File: config.mk
export PLATFORM = sky130hd
export DESIGN_NAME = gouram_trace_serialiser_flat
export DESIGN_NICKNAME = d
export VERILOG_FILES = /design/src/rtl/gouram_trace_serialiser_if.sv /design/src/rtl/gouram_trace_serialiser.sv /design/src/flat_wrapper.sv
export SDC_FILE = /design/constraint.sdc
export NUM_CORES = 1
export LEC_CHECK = 0
export CAP_MARGIN = 20
export CELL_PAD_IN_SITES_DETAIL_PLACEMENT = 1
export CELL_PAD_IN_SITES_GLOBAL_PLACEMENT = 1
export CORE_UTILIZATION = 30
export DETAILED_ROUTE_END_ITERATION = 12
export GPL_ROUTABILITY_DRIVEN = 0
export PLACE_DENSITY = 0.61
export RECOVER_POWER = 50
export SYNTH_ARGS = -nofsm -noshare
export SYNTH_HDL_FRONTEND = slang
export SYNTH_SLANG_ARGS = --single-unit
File: constraint.sdc
create_clock -name clk -period 6.8 [get_ports clk]
set_input_delay 1.7 -clock clk [delete_from_list [all_inputs] [get_ports clk]]
set_output_delay 1.7 -clock clk [all_outputs]
set_load 0.03 [all_outputs]
File: src/rtl/gouram_trace_serialiser_if.sv
// rtl/gouram_trace_serialiser_if.sv - trace record input and 32-bit word stream bundle
//
// Purpose: groups the tracer-side record input and the sink-side word stream.
// Signals:
//   trace_valid_i / trace_data_i : 128-bit record from the tracer, no back-pressure
//   word_valid_o / word_data_o / word_last_o / word_ready_i : word stream to the sink
// Modports:
//   slave  : the serialiser (consumes records, produces words)
//   master : the environment (produces records, consumes words)
interface gouram_trace_serialiser_if;
    logic         trace_valid_i;
    logic [127:0] trace_data_i;
    logic         word_valid_o;
    logic [31:0]  word_data_o;
    logic         word_last_o;
    logic         word_ready_i;

    modport slave (
        input  trace_valid_i,
        input  trace_data_i,
        input  word_ready_i,
        output word_valid_o,
        output word_data_o,
        output word_last_o
    );

    modport master (
        output trace_valid_i,
        output trace_data_i,
        output word_ready_i,
        input  word_valid_o,
        input  word_data_o,
        input  word_last_o
    );
endinterface

File: src/rtl/gouram_trace_serialiser.sv
// rtl/gouram_trace_serialiser.sv - buffers 128-bit trace records and emits them as four 32-bit words
//
// Purpose: record FIFO plus IDLE/SEND serialiser; records arriving on a full
// FIFO (with no pop the same cycle) are dropped and counted.
// Ports:
//   clk, rst      : single clock, synchronous active-high reset
//   bus (slave)   : trace record input and word stream output
//   drop_count_o  : saturating count of dropped records
//   fifo_level_o  : records buffered, excluding the one being serialised
//   busy_o        : high while in SEND
module gouram_trace_serialiser #(
    parameter int FIFO_DEPTH = 4,
    parameter int CNT_WIDTH  = 16
) (
    input  logic                         clk,
    input  logic                         rst,
    gouram_trace_serialiser_if.slave     bus,
    output logic [CNT_WIDTH-1:0]         drop_count_o,
    output logic [$clog2(FIFO_DEPTH):0]  fifo_level_o,
    output logic                         busy_o
);
    localparam int AW = $clog2(FIFO_DEPTH);

    typedef enum logic {ST_IDLE, ST_SEND} state_t;

    state_t               r_state;
    state_t               w_state_next;
    logic [127:0]         r_mem [FIFO_DEPTH];
    logic [AW:0]          r_wr_ptr;
    logic [AW:0]          r_rd_ptr;
    logic [127:0]         r_shift;
    logic [1:0]           r_beat;
    logic [CNT_WIDTH-1:0] r_drop_count;

    logic w_empty;
    logic w_full;
    logic w_pop;
    logic w_push;
    logic w_drop;
    logic w_handshake;
    logic w_last_beat;

    assign w_empty     = (r_wr_ptr == r_rd_ptr);
    assign w_full      = (r_wr_ptr[AW] != r_rd_ptr[AW]) &&
                         (r_wr_ptr[AW-1:0] == r_rd_ptr[AW-1:0]);
    assign w_last_beat = (r_beat == 2'd3);
    assign w_handshake = (r_state == ST_SEND) && bus.word_ready_i;

    // A pop frees the slot on the same edge, so a full FIFO still accepts
    // a record when the serialiser loads its head in that cycle.
    assign w_push = bus.trace_valid_i && (!w_full || w_pop);
    assign w_drop = bus.trace_valid_i && !w_push;

    always_ff @(posedge clk) begin
        if (rst) begin
            r_state <= ST_IDLE;
        end else begin
            r_state <= w_state_next;
        end
    end

    always_comb begin
        w_state_next = r_state;
        w_pop        = 1'b0;
        case (r_state)
            ST_IDLE: begin
                if (!w_empty) begin
                    w_pop        = 1'b1;
                    w_state_next = ST_SEND;
                end
            end
            ST_SEND: begin
                if (w_handshake && w_last_beat) begin
                    // Load the next record directly so bursts have no bubble.
                    if (!w_empty) begin
                        w_pop = 1'b1;
                    end else begin
                        w_state_next = ST_IDLE;
                    end
                end
            end
            default: w_state_next = ST_IDLE;
        endcase
    end

    // Storage is not reset; pointers alone define what is valid.
    always_ff @(posedge clk) begin
        if (w_push) begin
            r_mem[r_wr_ptr[AW-1:0]] <= bus.trace_data_i;
        end
    end

    always_ff @(posedge clk) begin
        if (rst) begin
            r_wr_ptr <= '0;
            r_rd_ptr <= '0;
        end else begin
            if (w_push) begin
                r_wr_ptr <= r_wr_ptr + 1'b1;
            end
            if (w_pop) begin
                r_rd_ptr <= r_rd_ptr + 1'b1;
            end
        end
    end

    always_ff @(posedge clk) begin
        if (rst) begin
            r_shift <= '0;
            r_beat  <= 2'd0;
        end else if (w_pop) begin
            r_shift <= r_mem[r_rd_ptr[AW-1:0]];
            r_beat  <= 2'd0;
        end else if (w_handshake && !w_last_beat) begin
            r_shift <= {r_shift[95:0], 32'h0};
            r_beat  <= r_beat + 2'd1;
        end
    end

    always_ff @(posedge clk) begin
        if (rst) begin
            r_drop_count <= '0;
        end else if (w_drop && (r_drop_count != {CNT_WIDTH{1'b1}})) begin
            r_drop_count <= r_drop_count + 1'b1;
        end
    end

    assign bus.word_valid_o = (r_state == ST_SEND);
    assign bus.word_data_o  = r_shift[127:96];
    assign bus.word_last_o  = (r_state == ST_SEND) && w_last_beat;
    assign drop_count_o     = r_drop_count;
    assign fifo_level_o     = r_wr_ptr - r_rd_ptr;
    assign busy_o           = (r_state == ST_SEND);
endmodule

File: src/flat_wrapper.sv
// flat-port wrapper written by rule: the top's interface ports become plain ports
module gouram_trace_serialiser_flat 
#(
    parameter int FIFO_DEPTH = 4,
    parameter int CNT_WIDTH  = 16
)
  (clk, rst, drop_count_o, fifo_level_o, busy_o, bus_trace_valid_i, bus_trace_data_i, bus_word_ready_i, bus_word_valid_o, bus_word_data_o, bus_word_last_o);
  gouram_trace_serialiser_if bus_i ();
  input  logic clk;
  input  logic rst;
  output logic [CNT_WIDTH-1:0] drop_count_o;
  output logic [$clog2(FIFO_DEPTH):0] fifo_level_o;
  output logic busy_o;
  input wire logic [$bits(bus_i.trace_valid_i)-1:0] bus_trace_valid_i;
  input wire logic [$bits(bus_i.trace_data_i)-1:0] bus_trace_data_i;
  input wire logic [$bits(bus_i.word_ready_i)-1:0] bus_word_ready_i;
  output wire logic [$bits(bus_i.word_valid_o)-1:0] bus_word_valid_o;
  output wire logic [$bits(bus_i.word_data_o)-1:0] bus_word_data_o;
  output wire logic [$bits(bus_i.word_last_o)-1:0] bus_word_last_o;
  assign bus_i.trace_valid_i = bus_trace_valid_i;
  assign bus_i.trace_data_i = bus_trace_data_i;
  assign bus_i.word_ready_i = bus_word_ready_i;
  assign bus_word_valid_o = bus_i.word_valid_o;
  assign bus_word_data_o = bus_i.word_data_o;
  assign bus_word_last_o = bus_i.word_last_o;
  gouram_trace_serialiser #(.FIFO_DEPTH(FIFO_DEPTH), .CNT_WIDTH(CNT_WIDTH)) u_core (.clk(clk), .rst(rst), .bus(bus_i), .drop_count_o(drop_count_o), .fifo_level_o(fifo_level_o), .busy_o(busy_o));
endmodule
==> impl_metrics.csv <==
group,metric,value,unit
outcome,status,"finished, violations left",
outcome,violations,"max-capacitance violations, max-slew violations",
min_path,hold_path_class,"flop to flop",
logic_synthesis,synth_top_cell_by_area,"edfxtp_1",
power_and_ir_drop,ir_drop,0.182,mV
power_and_ir_drop,power_density,392,nW/µm²
logic_synthesis,ys_top_cells_by_count,"512 x edfxtp_1, 195 x nand2_1, 155 x dfxtp_1",
sta,relSlewSlack,-102,%
cts,cts_made_buffers,72,
min_path,hold_depth,2,
logic_synthesis,ys_seq_area_share,73.5,%
sta,hold_slack,0.456,ns
die,die_w,292,µm
min_path,min_to,"u_core.r_shift[70]",
logic_synthesis,synth_most_common_cell,"edfxtp_1",
logic_synthesis,ys_ff_latch,667,
die,chipHeight,292,µm
sta,setup_viol_count_final,0,
worst_setup_path,reg2reg_to,"u_core.r_shift[0]",
place,post-place-ws,2.14,ns
cts,ctsHoldBuffers,0,
sta,period_needed,5.24,ns
die,core_area,82500,µm²
cts,clk_latency,0.61,ns
sta,tns,0,ns
sta,fmax,0.191,GHz
cts,htreeDepth,3,
cts,clk_path_buf_depth,3,
route,viasPerCell,4.88,
cts,cts-resized-gates,0,
logic_synthesis,synth-edff-count,512,
cells_and_area,nets,1781,
cells_and_area,ff_latch_area,18500,µm²
global_routing,grt_usage,14.9,%
power_and_ir_drop,fin_total_pwr,11.9,mW
cells_and_area,utilization,36.8,%
worst_setup_path,arrival,5.73,ns
logic_synthesis,avgSynthCellArea,16.9,µm²
logic_synthesis,synth_ff_type,"edfxtp_1",
worst_setup_path,path_cells,"dlygate4sd3_1, a21boi_0, a21o_4, clkbuf_2, nor2_1, a311oi_1",
place,hpwl,39000,µm
sta,tightestPinTransition,3.04,ns
logic_synthesis,yosysWarnings,0,
worst_setup_path,critPathKind,"input port to flop",
worst_setup_path,path_max_fanout,140,
worst_setup_path,rr_worst_depth,7,
sta,setup_slack,1.56,ns
cts,clkTransAtPathRegs,0.06,ns
worst_setup_path,critical-path-top-delay-family,"buffers and inverters",
worst_setup_path,cp_slowest_stage_delay,2.11,ns
global_routing,grt_pass1_vias,14547,
route,drt_iter0_markers,957,
cells_and_area,area_delta_synth_final,20.6,%
die,ios,186,
cells_and_area,fill_cells,8288,
route,wl,63100,µm
global_routing,grt_max_degree,141,
route,drc,0,
logic_synthesis,synthArstFlopShare,0,%
place,numPortBuffers,185,
die,initial_utilization,30.5,%
cts,clockRootBuffer,"clkbuf_16",
min_path,hp-start,"u_core.r_shift[70]",
logic_synthesis,synthesis.instances,1490,
cts,cts_tree,"done",
worst_setup_path,startpoint_type,"input port",
cells_and_area,multi_input_area,5940,µm²
logic_synthesis,yosysUniqueCellTypes,44,
cells_and_area,drive_gt1_share,16.3,%
cts,cts_sinks,667,
logic_synthesis,synthTopCellsByArea,"edfxtp_1 61%, dfxtp_1 12%, mux4_2 11%",
die,rows,105,
die,die_area,85000,µm²
route,num_vias,13545,
global_routing,grt-ovfl-total,0,
worst_setup_path,r2r-start,"u_core.r_wr_ptr[0]",
flow_run,drv_cap,4,
sta,min_period_over_period,77.1,%
cts,cts_setup_buffers,0,
route,dr.pass1.iters,5,
global_routing,grt_pass1_wl,94800,µm
logic_synthesis,yosysTopAreaCellShare,61.1,%
worst_setup_path,crit_buf_inv,2,
power_and_ir_drop,p_leak,9.64,nW
worst_setup_path,worst_path_max_delay_cell,"clkbuf_2",
sta,rsz0062_at_grt,"false",
route,routedWlPerCell,22.7,µm
route,drtAntennaViolNets,0,
logic_synthesis,syn-cell-area,25100,µm²
logic_synthesis,syn-num-nets,1632,
global_routing,antenna_found_initial,37,
sta,fin_skew,0.0214,ns
sta,finalHoldViolCount,0,
worst_setup_path,crit_path_end_kind,"flop",
worst_setup_path,r2r_setup_slack,2.37,ns
worst_setup_path,required,7.28,ns
sta,final_max_slew_viol_count,247,
through the flow:
stage	instance area (µm²)	std cells
2_1_floorplan	25100	1490
3_3_place_gp	27900	2634
3_5_place_dp	27900	2635
4_1_cts	30400	2768
5_1_grt	30300	2771
6_report	30300	2775
placed cells by master, fill, tap and decap left out, types with 3 or more instances in the layout:
cell,count
xnor2_1,17
buf_12,5
and2_4,4
dlygate4sd3_1,156
nand3_1,35
clkbuf_16,75
inv_6,3
mux4_2,128
edfxtp_1,512
clkinv_1,5
nand4_1,4
a22oi_1,42
dfxtp_1,153
clkdlybuf4s50_1,28
nor3b_1,3
and4_1,3
bufinv_16,7
clkbuf_8,14
inv_1,6
a311oi_1,55
nor3_1,8
nor2_1,78
clkinv_2,14
nor4_1,3
buf_4,10
ha_1,9
a21oi_1,81
clkbuf_1,12
nand2_1,195
diode_2,7
cell families (layout without fill, tap and decap cells):
family | after synthesis | in the layout | share of synthesized area, %
flops | 667 | 667 | 73.5
xor+xnor | 19 | 19 | 0.662
compound gates | 185 | 185 | 5.03
fa+ha+maj | 10 | 10 | 0.528
other cells | 0 | 7 | 0
buf+inv | 134 | 342 | 2.83
mux | 130 | 130 | 11.5
simple gates | 345 | 345 | 5.92
routing by layer:
layer | routed length (µm) | vias up | share of wire [%] | global-route usage (%)
li1 | - | 6064 | - | -
met1 | 26600 | 7031 | 42 | 18.8
met2 | 31500 | 310 | 50 | 25.2
met3 | 3460 | 122 | 5.5 | 3.54
met4 | 1440 | 18 | 2.3 | 4.66
met5 | 116 | - | 0.18 | 0
how the worst max path moves through the flow:
stage / slack (ns) / end / depth (start not counted) / start
2_1_floorplan: 1.24 / u_core.r_mem[0][0] / 4 / bus_word_ready_i
3_3_place_gp: 2.15 / u_core.r_mem[2][24] / 6 / bus_word_ready_i
3_5_place_dp: 2.14 / u_core.r_mem[2][24] / 6 / bus_word_ready_i
4_1_cts: 2.44 / fifo_level_o[2] / 5 / u_core.r_wr_ptr[0]
5_1_grt: 1.25 / u_core.r_shift[33] / 6 / bus_word_ready_i
6_report: 1.56 / u_core.r_shift[60] / 6 / bus_word_ready_i
power breakdown:
group,switching [mW],internal (mW),total (mW)
Clock,1.58,2.44,4.02
Combinational,1.51,1.06,2.56
Sequential,0.395,4.92,5.31
worst reg2reg max path, stage by stage, from the launching register on:
cell      delay [ns]
dfxtp_1         0.40
inv_1           0.12
ha_1            0.32
and2_0          0.24
a21oi_1         1.27
clkbuf_2        1.38
nand2_1         0.41
a21oi_1         0.23
flip-flops by register name, summed over array words and instances, names as in the netlist, named ones only:
| register | cells |
|---|---|
| u_core.r_wr_ptr | 3 |
| u_core.r_shift | 128 |
| u_core.r_mem | 512 |
| u_core.drop_count_o | 16 |
| u_core.r_rd_ptr | 3 |
| u_core.r_beat | 2 |
| u_core.bus.word_valid_o | 1 |
final cells by class:
type | count | area share (%)
antenna | 7 | 0.0577
clock buffer | 101 | 6.97
clock inverter | 32 | 1.15
inverter | 6 | 0.0742
multi-input combinational | 689 | 19.6
sequential | 667 | 60.9
tap | 1070 | 4.41
timing repair buffer | 203 | 6.81
Power figures use the tool's default switching activity.
==> edit, RTL diff (same settings) <==
`FIFO_DEPTH` is set to 4 in 2 places; all go to 2.
--- a/src/rtl/gouram_trace_serialiser.sv
+++ b/src/rtl/gouram_trace_serialiser.sv
@@ -11,3 +11,3 @@
 module gouram_trace_serialiser #(
-    parameter int FIFO_DEPTH = 4,
+    parameter int FIFO_DEPTH = 2,
     parameter int CNT_WIDTH  = 16
--- a/src/flat_wrapper.sv
+++ b/src/flat_wrapper.sv
@@ -3,3 +3,3 @@
 #(
-    parameter int FIFO_DEPTH = 4,
+    parameter int FIFO_DEPTH = 2,
     parameter int CNT_WIDTH  = 16
Ports: changed (resized fifo_level_o); port bits go from 186 to 185. No check against the original RTL was run, so the function may have changed too.
==> edit against the unedited design <==
The run still ends with max-capacitance violations, max-slew violations left; sequential cell count decreased by 259; sequential power decreased by 37%; global-route usage increased by 0.13 points; worst setup slack improved by 220 ps; largest cell class unchanged; final area decreased by 36%; wire length decreased by 37%; combinational power decreased by 22%; clock skew increased by 7.4 ps; area after synthesis decreased by 38%; power decreased by 35%.
==> edit: results (changes against the unedited design) <==
RUN_STATUS='finished, violations left'  # unchanged
VIOLATIONS='max-capacitance violations, max-slew violations'  # unchanged
WORST-PATH-MAX-FANOUT=93  # was 140
GRT_MAX_DEGREE=129  # was 141
FINALCLOCKSKEW_PS=28.8  # was 21.4 ps
CTS-ROOT-BUF='clkbuf_16'  # unchanged
GRT_PASS1_WL_UM=61400  # was 94,800 um
MAXSLEWHEADROOM=-0.491  # was -1.02
FRACTION_OF_POWER_SPENT_SWITCHING_NETS=0.324  # was 0.293
CRITPATHSLOWESTCELL='a21o_1'  # was clkbuf_2
SYNTH_CELL_TYPE_COUNT=45  # was 44
NUMPORTBUFFERS=184  # was 185
CLK_LATENCY_PS=570  # was 610 ps
MAXIMUM_RESISTIVE_DROP_ON_VDD_mV=0.249  # was 0.182 mV
WORST-ENDPOINT-ARRIVAL_PS=5430  # was 5730 ps
NUMCTSBUFFERS=47  # was 72
MET3ROUTEDLENGTH_UM=1900  # was 3460 um
SYNTH_EDF_COUNT=256  # was 512
ANTENNA_VIOLATIONS_BEFORE_REPAIR=12  # was 37
NETLIST_TOP_CELLS_COUNT='edfxtp_1, dfxtp_1, nor2_1, nand2_1, mux2i_1'  # was edfxtp_1, nand2_1, dfxtp_1, mux4_2, a21oi_1
MAX_CAP_VIOLS=1  # was 4
ROUTED_WIRELENGTH_UM=39700  # was 63,100 um
GRT_UTIL_MET2=0.254  # was 0.252
MET1_USE_GR=0.191  # was 0.188
TRACK_USAGE=0.150  # was 0.149
PATH_DELAY_FAMILY='compound AO/OA/AOI/OAI gates'  # was buffers and inverters
YS_FF_LATCH=408  # was 667
CLOCK_NET_POWER_mW=2.38  # was 4.02 mW
SYNTH.AREA.TOP_CELLS='edfxtp_1, dfxtp_1, mux2i_1'  # was edfxtp_1, dfxtp_1, mux4_2
CLOCK_TREE.HTREE_LEVEL_COUNT=2  # was 3
POWER.CLOCK.FRACTION=0.307  # was 0.338
DRT_ITER0_DRC=454  # was 957
SYNTH_LARGEST_TYPE_AREA_FRACTION=0.493  # was 0.611
FINAL_LAYOUT_SIZE_SUFFIX_GT1_FRAC=0.0598  # was 0.163
CRITICAL-PATH-MAX-STAGE-DELAY_PS=1670  # was 2110 ps
SYNTH.YOSYS.SEQ_AREA_SHARE=0.689  # was 0.735
LARGEST_REG_FLOPS=256  # was 512
YS_ASYNC_SR_FRACTION=0  # unchanged
FINALMAXSLEWVIOLATIONS=60  # was 247
LEAKAGEPOWER_nW=6.30  # was 9.64 nW
ROUTED_MET2_LENGTH_UM=19500  # was 31,500 um
VIAS_PER_CELL=4.83  # was 4.88
NUMBER_OF_GLOBAL_ROUTE_VIAS_BEFORE_REPAIR=10400  # was 14,500
SYNTH_NETS=1346  # was 1,632
COMBINATIONAL_POWER_SHARE=0.258  # was 0.215
[edit: kinds of logic (layout without fill, tap and decap cells)]
logic type / after synthesis / after routing / share of synthesized area
and+or+nand+nor: 389 / 389 / 0.113
muxes: 66 / 66 / 0.0424
AOI/OAI and AO/OA: 199 / 199 / 0.101
adders and majority gates: 3 / 3 / 0.00241
other: 0 / 5 / 0
buffers and inverters: 125 / 286 / 0.0401
DFF: 408 / 408 / 0.689
xor gates and xnor gates: 21 / 21 / 0.0123
[edit: per-stage QoR]
| stage | area (um^2) | worst slack (ps) | instances |
|---|---|---|---|
| CTS | 19300 | 2770 | 2051 |
| floorplan | 15600 | 1020 | 1211 |
| finish | 19300 | 1780 | 2057 |
| global placement | 17900 | 2590 | 1963 |
| detailed placement | 17900 | 2520 | 1964 |
| global route | 19300 | 1530 | 2054 |
[edit: final timing paths]
check / startpoint / endpoint / slack, ps / depth (start not counted)
max: bus_word_ready_i / u_core.r_shift[81]$_SDFFE_PP0P_ / 1780 / 7
min: u_core.r_shift[9]$_SDFFE_PP0P_ / u_core.r_shift[41]$_SDFFE_PP0P_ / 480 / 2
max reg2reg: u_core.r_beat[0]$_SDFFE_PP0P_ / u_core.r_shift[81]$_SDFFE_PP0P_ / 2790 / 7
min reg2reg: u_core.r_shift[9]$_SDFFE_PP0P_ / u_core.r_shift[41]$_SDFFE_PP0P_ / 480 / 2
[edit: area by class of cell]
cell class | count | area [um^2]
fill | 5401 | 32000
sequential | 408 | 10700
multi-input combinational | 678 | 4210
timing repair buffer | 195 | 2010
clock buffer | 69 | 1280
tap | 680 | 851
clock inverter | 18 | 160
inverter | 4 | 15.0
antenna | 5 | 12.5
